--- src/rtl/axi_burst_master.sv ---
// axi_burst_master: single-outstanding AXI4 INCR burst master bridging a simple
// command port and write/read data streams onto AW/W/B/AR/R channels.
// Optional feature: define AXI_BURST_MASTER_4K_CHECK_EN to reject bursts that
// would cross a 4 KB boundary (done with err=1, no AXI traffic).
module axi_burst_master #(
    parameter int unsigned AXI_ID_WIDTH   = 1,
    parameter int unsigned AXI_DATA_WIDTH = 32,
    parameter int unsigned AXI_ADDR_WIDTH = 32,
    parameter int unsigned AXI_USER_WIDTH = 10
) (
    input  logic                        clk,
    input  logic                        reset,

    // command port
    input  logic                        cmd_valid,
    output logic                        cmd_ready,
    input  logic                        cmd_write,
    input  logic [AXI_ADDR_WIDTH-1:0]   cmd_addr,
    input  logic [7:0]                  cmd_len,

    // write-data source stream
    input  logic [AXI_DATA_WIDTH-1:0]   wr_data,
    input  logic                        wr_valid,
    output logic                        wr_ready,

    // read-data sink stream
    output logic [AXI_DATA_WIDTH-1:0]   rd_data,
    output logic                        rd_last,
    output logic                        rd_valid,
    input  logic                        rd_ready,

    // completion
    output logic                        done,
    output logic                        err,

    // AW channel
    output logic [AXI_ID_WIDTH-1:0]     AXI_master_awid,
    output logic [AXI_ADDR_WIDTH-1:0]   AXI_master_awaddr,
    output logic [7:0]                  AXI_master_awlen,
    output logic [2:0]                  AXI_master_awsize,
    output logic [1:0]                  AXI_master_awburst,
    output logic                        AXI_master_awlock,
    output logic [3:0]                  AXI_master_awcache,
    output logic [2:0]                  AXI_master_awprot,
    output logic [3:0]                  AXI_master_awqos,
    output logic [3:0]                  AXI_master_awregion,
    output logic [AXI_USER_WIDTH-1:0]   AXI_master_awuser,
    output logic                        AXI_master_awvalid,
    input  logic                        AXI_master_awready,

    // W channel
    output logic [AXI_ID_WIDTH-1:0]     AXI_master_wid,
    output logic [AXI_DATA_WIDTH-1:0]   AXI_master_wdata,
    output logic [AXI_DATA_WIDTH/8-1:0] AXI_master_wstrb,
    output logic                        AXI_master_wlast,
    output logic [AXI_USER_WIDTH-1:0]   AXI_master_wuser,
    output logic                        AXI_master_wvalid,
    input  logic                        AXI_master_wready,

    // B channel
    input  logic [AXI_ID_WIDTH-1:0]     AXI_master_bid,
    input  logic [1:0]                  AXI_master_bresp,
    input  logic [AXI_USER_WIDTH-1:0]   AXI_master_buser,
    input  logic                        AXI_master_bvalid,
    output logic                        AXI_master_bready,

    // AR channel
    output logic [AXI_ID_WIDTH-1:0]     AXI_master_arid,
    output logic [AXI_ADDR_WIDTH-1:0]   AXI_master_araddr,
    output logic [7:0]                  AXI_master_arlen,
    output logic [2:0]                  AXI_master_arsize,
    output logic [1:0]                  AXI_master_arburst,
    output logic                        AXI_master_arlock,
    output logic [3:0]                  AXI_master_arcache,
    output logic [2:0]                  AXI_master_arprot,
    output logic [3:0]                  AXI_master_arqos,
    output logic [3:0]                  AXI_master_arregion,
    output logic [AXI_USER_WIDTH-1:0]   AXI_master_aruser,
    output logic                        AXI_master_arvalid,
    input  logic                        AXI_master_arready,

    // R channel
    input  logic [AXI_ID_WIDTH-1:0]     AXI_master_rid,
    input  logic [AXI_DATA_WIDTH-1:0]   AXI_master_rdata,
    input  logic [1:0]                  AXI_master_rresp,
    input  logic                        AXI_master_rlast,
    input  logic [AXI_USER_WIDTH-1:0]   AXI_master_ruser,
    input  logic                        AXI_master_rvalid,
    output logic                        AXI_master_rready
);

    localparam int unsigned STRB_W   = AXI_DATA_WIDTH / 8;
    localparam int unsigned SIZE_VAL = $clog2(STRB_W);

    typedef enum logic [2:0] {
        S_IDLE,
        S_AW,
        S_W,
        S_B,
        S_AR,
        S_R
    } state_e;

    state_e                    state_q, state_d;
    logic [AXI_ADDR_WIDTH-1:0] addr_q,  addr_d;
    logic [7:0]                len_q,   len_d;
    logic                      write_q, write_d;
    logic [7:0]                beat_cnt_q, beat_cnt_d;
    logic                      rerr_q,  rerr_d;
    logic                      done_q,  done_d;
    logic                      err_q,   err_d;

    logic [7:0]                beat_inc;
    logic                      last_beat;
    logic                      r_beat_err;
    logic                      crosses_4k;
    logic                      unused_inputs;

    // Response IDs and user fields are not needed with a single command in flight.
    assign unused_inputs = ^{AXI_master_bid, AXI_master_buser,
                             AXI_master_rid, AXI_master_ruser};

`ifdef AXI_BURST_MASTER_4K_CHECK_EN
    logic [31:0] burst_end;

    // Byte offset one past the burst, relative to the start of its 4 KB page.
    assign burst_end  = 32'(cmd_addr[11:0]) + ((32'(cmd_len) + 32'd1) << SIZE_VAL);
    assign crosses_4k = (burst_end > 32'd4096);
`else
    assign crosses_4k = 1'b0;
`endif

    // Saturating beat counter step and last-beat compare.
    assign beat_inc   = (beat_cnt_q == 8'hFF) ? beat_cnt_q : beat_cnt_q + 8'd1;
    assign last_beat  = (beat_cnt_q == len_q);
    assign r_beat_err = (AXI_master_rresp != 2'b00);

    // Constant AXI attributes and latched command fields.
    assign AXI_master_awid     = '0;
    assign AXI_master_awaddr   = addr_q;
    assign AXI_master_awlen    = len_q;
    assign AXI_master_awsize   = 3'(SIZE_VAL);
    assign AXI_master_awburst  = 2'b01;
    assign AXI_master_awlock   = 1'b0;
    assign AXI_master_awcache  = 4'd0;
    assign AXI_master_awprot   = 3'd0;
    assign AXI_master_awqos    = 4'd0;
    assign AXI_master_awregion = 4'd0;
    assign AXI_master_awuser   = '0;

    assign AXI_master_wid      = AXI_master_awid;
    assign AXI_master_wdata    = wr_data;
    assign AXI_master_wstrb    = '1;
    assign AXI_master_wuser    = '0;
    assign AXI_master_wlast    = (state_q == S_W) && last_beat;

    assign AXI_master_arid     = '0;
    assign AXI_master_araddr   = addr_q;
    assign AXI_master_arlen    = len_q;
    assign AXI_master_arsize   = 3'(SIZE_VAL);
    assign AXI_master_arburst  = 2'b01;
    assign AXI_master_arlock   = 1'b0;
    assign AXI_master_arcache  = 4'd0;
    assign AXI_master_arprot   = 3'd0;
    assign AXI_master_arqos    = 4'd0;
    assign AXI_master_arregion = 4'd0;
    assign AXI_master_aruser   = '0;

    assign rd_data = AXI_master_rdata;
    assign done    = done_q;
    assign err     = err_q;

    // Next-state, datapath updates and channel handshakes.
    always_comb begin
        state_d    = state_q;
        addr_d     = addr_q;
        len_d      = len_q;
        write_d    = write_q;
        beat_cnt_d = beat_cnt_q;
        rerr_d     = rerr_q;
        done_d     = 1'b0;
        err_d      = err_q;

        cmd_ready          = 1'b0;
        wr_ready           = 1'b0;
        rd_valid           = 1'b0;
        rd_last            = 1'b0;
        AXI_master_awvalid = 1'b0;
        AXI_master_wvalid  = 1'b0;
        AXI_master_bready  = 1'b0;
        AXI_master_arvalid = 1'b0;
        AXI_master_rready  = 1'b0;

        case (state_q)
            S_IDLE: begin
                // Hold off a new command while the completion pulse is visible.
                cmd_ready = !done_q && !reset;
                if (cmd_valid && cmd_ready) begin
                    addr_d     = cmd_addr;
                    len_d      = cmd_len;
                    write_d    = cmd_write;
                    beat_cnt_d = 8'd0;
                    if (crosses_4k) begin
                        done_d = 1'b1;
                        err_d  = 1'b1;
                    end else begin
                        state_d = cmd_write ? S_AW : S_AR;
                    end
                end
            end

            S_AW: begin
                AXI_master_awvalid = 1'b1;
                if (AXI_master_awready) begin
                    beat_cnt_d = 8'd0;
                    state_d    = S_W;
                end
            end

            S_W: begin
                AXI_master_wvalid = wr_valid;
                wr_ready          = AXI_master_wready;
                if (wr_valid && AXI_master_wready) begin
                    if (last_beat) begin
                        state_d = S_B;
                    end else begin
                        beat_cnt_d = beat_inc;
                    end
                end
            end

            S_B: begin
                AXI_master_bready = 1'b1;
                if (AXI_master_bvalid) begin
                    err_d   = (AXI_master_bresp != 2'b00);
                    done_d  = 1'b1;
                    state_d = S_IDLE;
                end
            end

            S_AR: begin
                AXI_master_arvalid = 1'b1;
                if (AXI_master_arready) begin
                    beat_cnt_d = 8'd0;
                    rerr_d     = 1'b0;
                    state_d    = S_R;
                end
            end

            S_R: begin
                rd_valid          = AXI_master_rvalid;
                rd_last           = AXI_master_rlast;
                AXI_master_rready = rd_ready;
                if (AXI_master_rvalid && rd_ready) begin
                    if (AXI_master_rlast) begin
                        // An rlast that arrives before the expected beat count is an error.
                        err_d   = rerr_q || r_beat_err || !last_beat;
                        done_d  = 1'b1;
                        state_d = S_IDLE;
                    end else begin
                        // Beats beyond len without rlast are also flagged.
                        rerr_d     = rerr_q || r_beat_err || last_beat;
                        beat_cnt_d = beat_inc;
                    end
                end
            end

            default: begin
                state_d = S_IDLE;
            end
        endcase
    end

    // State and datapath registers with asynchronous reset.
    always_ff @(posedge clk or posedge reset) begin
        if (reset) begin
            state_q    <= S_IDLE;
            addr_q     <= '0;
            len_q      <= 8'd0;
            write_q    <= 1'b0;
            beat_cnt_q <= 8'd0;
            rerr_q     <= 1'b0;
            done_q     <= 1'b0;
            err_q      <= 1'b0;
        end else begin
            state_q    <= state_d;
            addr_q     <= addr_d;
            len_q      <= len_d;
            write_q    <= write_d;
            beat_cnt_q <= beat_cnt_d;
            rerr_q     <= rerr_d;
            done_q     <= done_d;
            err_q      <= err_d;
        end
    end

endmodule

--- config.mk ---
export PLATFORM = sky130hd
export DESIGN_NAME = axi_burst_master
export DESIGN_NICKNAME = d
export VERILOG_FILES = /design/src/rtl/axi_burst_master.sv
export SDC_FILE = /design/constraint.sdc
export NUM_CORES = 1
export LEC_CHECK = 0
export CORE_AREA = 2 2 147 149
export DETAILED_ROUTE_END_ITERATION = 10
export DIE_AREA = 0 0 149 151
export SLEW_MARGIN = 20
export SYNTH_ARGS = -nofsm -noshare
export SYNTH_HDL_FRONTEND = slang
export SYNTH_SLANG_ARGS = --single-unit
--- constraint.sdc ---
create_clock -name clk -period 2.6 [get_ports clk]
set_input_delay 0.52 -clock clk [delete_from_list [all_inputs] [get_ports clk]]
set_output_delay 0.52 -clock clk [all_outputs]
set_load 0.01 [all_outputs]
==> key figures <==
Outcome
  – Status: finished clean

Place
  – HPWL after detailed placement: 7160 um
  – Final RePlAce weighted congestion: 0.780
  – Cell area after placement: 0.00475 mm2
  – IO buf count: 147
  – Worst slack at placement: 17.5 ps

Critical path
  – Kind of end point of the critical path: output pin
  – Nature of the critical path startpoint: register
  – Critical path launch point: state_q[0]
  – Required time reported for the critical path endpoint: 2080 ps
  – Worst R2R Start: state_q[1]
  – Critical path start-end classification: reg -> out
  – Arrival time at the worst endpoint: 1940 ps
  – Highest net fanout along the worst path: 9
  – Worst setup slack for register-to-register paths: 450 ps

Drt
  – Via count of the routed design: 2627
  – DR pass1 iterations: 5
  – Per-cell via count in the routed design: 3.64
  – DRC violations left: 0
  – Initial DRC Count: 108
  – Number of routed nets with antenna violations: 0
  – Routed wire length: 9300 um
  – Final routed wire length divided by cell count: 12.9 um

Global route
  – Wire length of the first global-routing pass: 13700 um
  – Global-route usage over all layers: 0.0787
  – Pin count of the biggest net entering global routing: 55
  – Number of antenna violations at the first check in global routing: 0
  – Via count of the first global-routing pass: 2495
  – Global route overflow: 0

Cells and area
  – Synthesis-to-layout area growth: 22.5%
  – Post-route cell area: 0.00488 mm2
  – Number of inserted diodes: 0
  – Share of cells above drive strength 1: 0.143
  – Leading cell types in the layout, fill and taps excluded: 146 x clkdlybuf4s50_1, 79 x conb_1, 54 x dfrtp_1, 40 x mux2_2, 10 x nor2_1
  – Number of nets in the layout: 590
  – Most common cell after layout, fill and taps aside: clkdlybuf4s50_1

Timing
  – Slew Viols, Final: 0
  – Final critical delay including setup and external delays: 2460 ps
  – Share of the cycle needed by the critical path after routing: 0.945
  – Setup repair after global routing missed its margin: no
  – Worst Skew: 8.25 ps
  – Relative slew margins: 0.530
  – Maximum clock rate: 0.407 GHz
  – Setup Total Neg Slack: 0 ps
  – Final setup vio count: 0
  – Worst Slack Setup Final: 144 ps
  – Actual slew at the worst max-slew pin: 702 ps
  – Fin. Hold Viols: 0
  – Worst Hold Margin: 503 ps

Clock network
  – Number of clock buffers inserted by TritonCTS: 5
  – CTS Sinks: 54
  – Clock-pin slew of the registers on the worst-case setup and hold paths: 70 ps
  – Root Buffer Master: clkbuf_16
  – TritonCTS clock tree: built
  – CTS HTree Levels: 2
  – Source-to-sink clock delay at the later pin of the worst-skew pair: 290 ps
  – Buffers from clock root to sink, at most: 2

Logic synthesis
  – Post-synthesis cell area: 0.00399 mm2
  – Number of enable-type register cells in the synthesized netlist: 0
  – Post-synthesis cell count: 399
  – Top area cells in the synthesized netlist: buf_4 35%, dfrtp_1 34%, mux2_2 11%
  – Yosys top cell by area: buf_4
  – Share of the yosys chip area belonging to registers: 0.339
  – Number of synthesis warnings: 0
  – Count of different cell masters after synthesis: 53
  – Fraction of post-synthesis cell area in the top cell type by area: 0.348
  – Flip-flop cell with the highest count after synthesis: dfrtp_1
  – Flip-flop and latch count after synthesis: 54
  – Async set-or-reset flop fraction in the synthesized netlist: 1.00
  – Syn avg cell area: 9.99 um2

Floorplanning
  – Area of the die: 0.0225 mm2
  – Initial core utilization: 0.192
  – # IOs: 377
  – Floorplan row count: 53
  – Die Wd: 149 um
  – Die Span Y: 151 um
  – Core outline area: 0.0208 mm2

Power
  – Power density over the cells: 1100 mW/mm2
  – Static power due to leakage: 0.00204 uW
  – IR Drop Worst-Case VDD: 0.573 mV
  – Post-layout power: 5370 uW

Min path
  – Hold path startpoint: err
  – Hold Crit Class: reg -> reg

Run
  – Count of max-cap constraint violations: 0
[worst max-delay path: stages (launching register included)]
cell and delay, ps:
dfrtp_1 490, nor2_4 240, nor4b_2 310, clkdlybuf4s50_1 600
[path summary, 6_finish.rpt]
path,end,cells past startpoint
min in group asynchronous,done,3
hold reg to reg,err,1
hold / removal,err,1
setup reg to reg,beat_cnt_q[2],6
setup / recovery,cmd_ready,3
max in group asynchronous,AXI_master_arlen[5],3
[registers in the layout, indices dropped and copies added, names as in the netlist]
register / flops
state_q: 3
AXI_master_araddr: 32
AXI_master_arlen: 8
done: 1
beat_cnt_q: 8
err: 1
rerr_q: 1
[cell families after synthesis]
| family | Yosys count | synth area share |
|---|---|---|
| adder cells (fa/ha/maj) | 1 | 0.00314 |
| flip-flops | 54 | 0.339 |
| buffers and inverters | 201 | 0.366 |
| other | 2 | 0.00188 |
| XOR/XNOR | 8 | 0.0176 |
| AO/OA/AOI/OAI | 37 | 0.0737 |
| AND/OR/NAND/NOR | 53 | 0.0775 |
| multiplexers | 43 | 0.121 |
[synthesized netlist by cell type (2+ instances only)]
library cell and instances:
conb_1 2, and3_1 4, nand3_1 4, dfrtp_1 54
buf_2 4, a211oi_1 2, a21o_1 3, nand2b_1 2
nor2_1 10, mux2i_1 2, mux2_2 40, a21oi_1 4
a221oi_1 3, a31oi_1 2, nand4_1 3, inv_1 9
o211ai_1 3, xnor2_1 8, nand2_1 9, o22ai_1 4
nor3_1 4, nor3b_1 3, buf_4 185, nor2b_1 2
clkbuf_1 2, and2_1 3, a32o_1 2
[routing by layer]
metal | vias up | global-route usage | share of wire
li1 | 1174 | - | -
met1 | 1240 | 0.0928 | 0.40
met2 | 168 | 0.131 | 0.48
met3 | 45 | 0.0202 | 0.089
met4 | 0 | 0.0433 | 0.037
met5 | - | 0 | 0
[final cells by class]
cell class | count | area [um2]
fill | 2256 | 15900
tap | 275 | 344
sequential | 54 | 1350
timing repair buffer | 156 | 1550
clock buffer | 5 | 125
multi-input combinational | 221 | 1470
inverter | 9 | 33.8
clock inverter | 2 | 13.8
[power by group]
group | switching, uW | internal (uW)
Combinational | 1260 | 1810
Sequential | 409 | 1210
Clock | 318 | 355
[stage by stage]
stage	utilization	cells
after floorplan	-	476
after global placement	0.228	715
after detailed placement	0.228	715
after CTS	0.235	722
after global routing	0.235	722
final	0.235	722
[timing repair]
| action | CTS | global route |
|---|---|---|
| hold buffers | 0 | 0 |
| setup endpoints to repair | 1 | 0 |
| setup buffers | 0 | 0 |
| resized for setup | 1 | 0 |
| hold endpoints to repair | 0 | 0 |
Power figures use the tool's default switching activity.
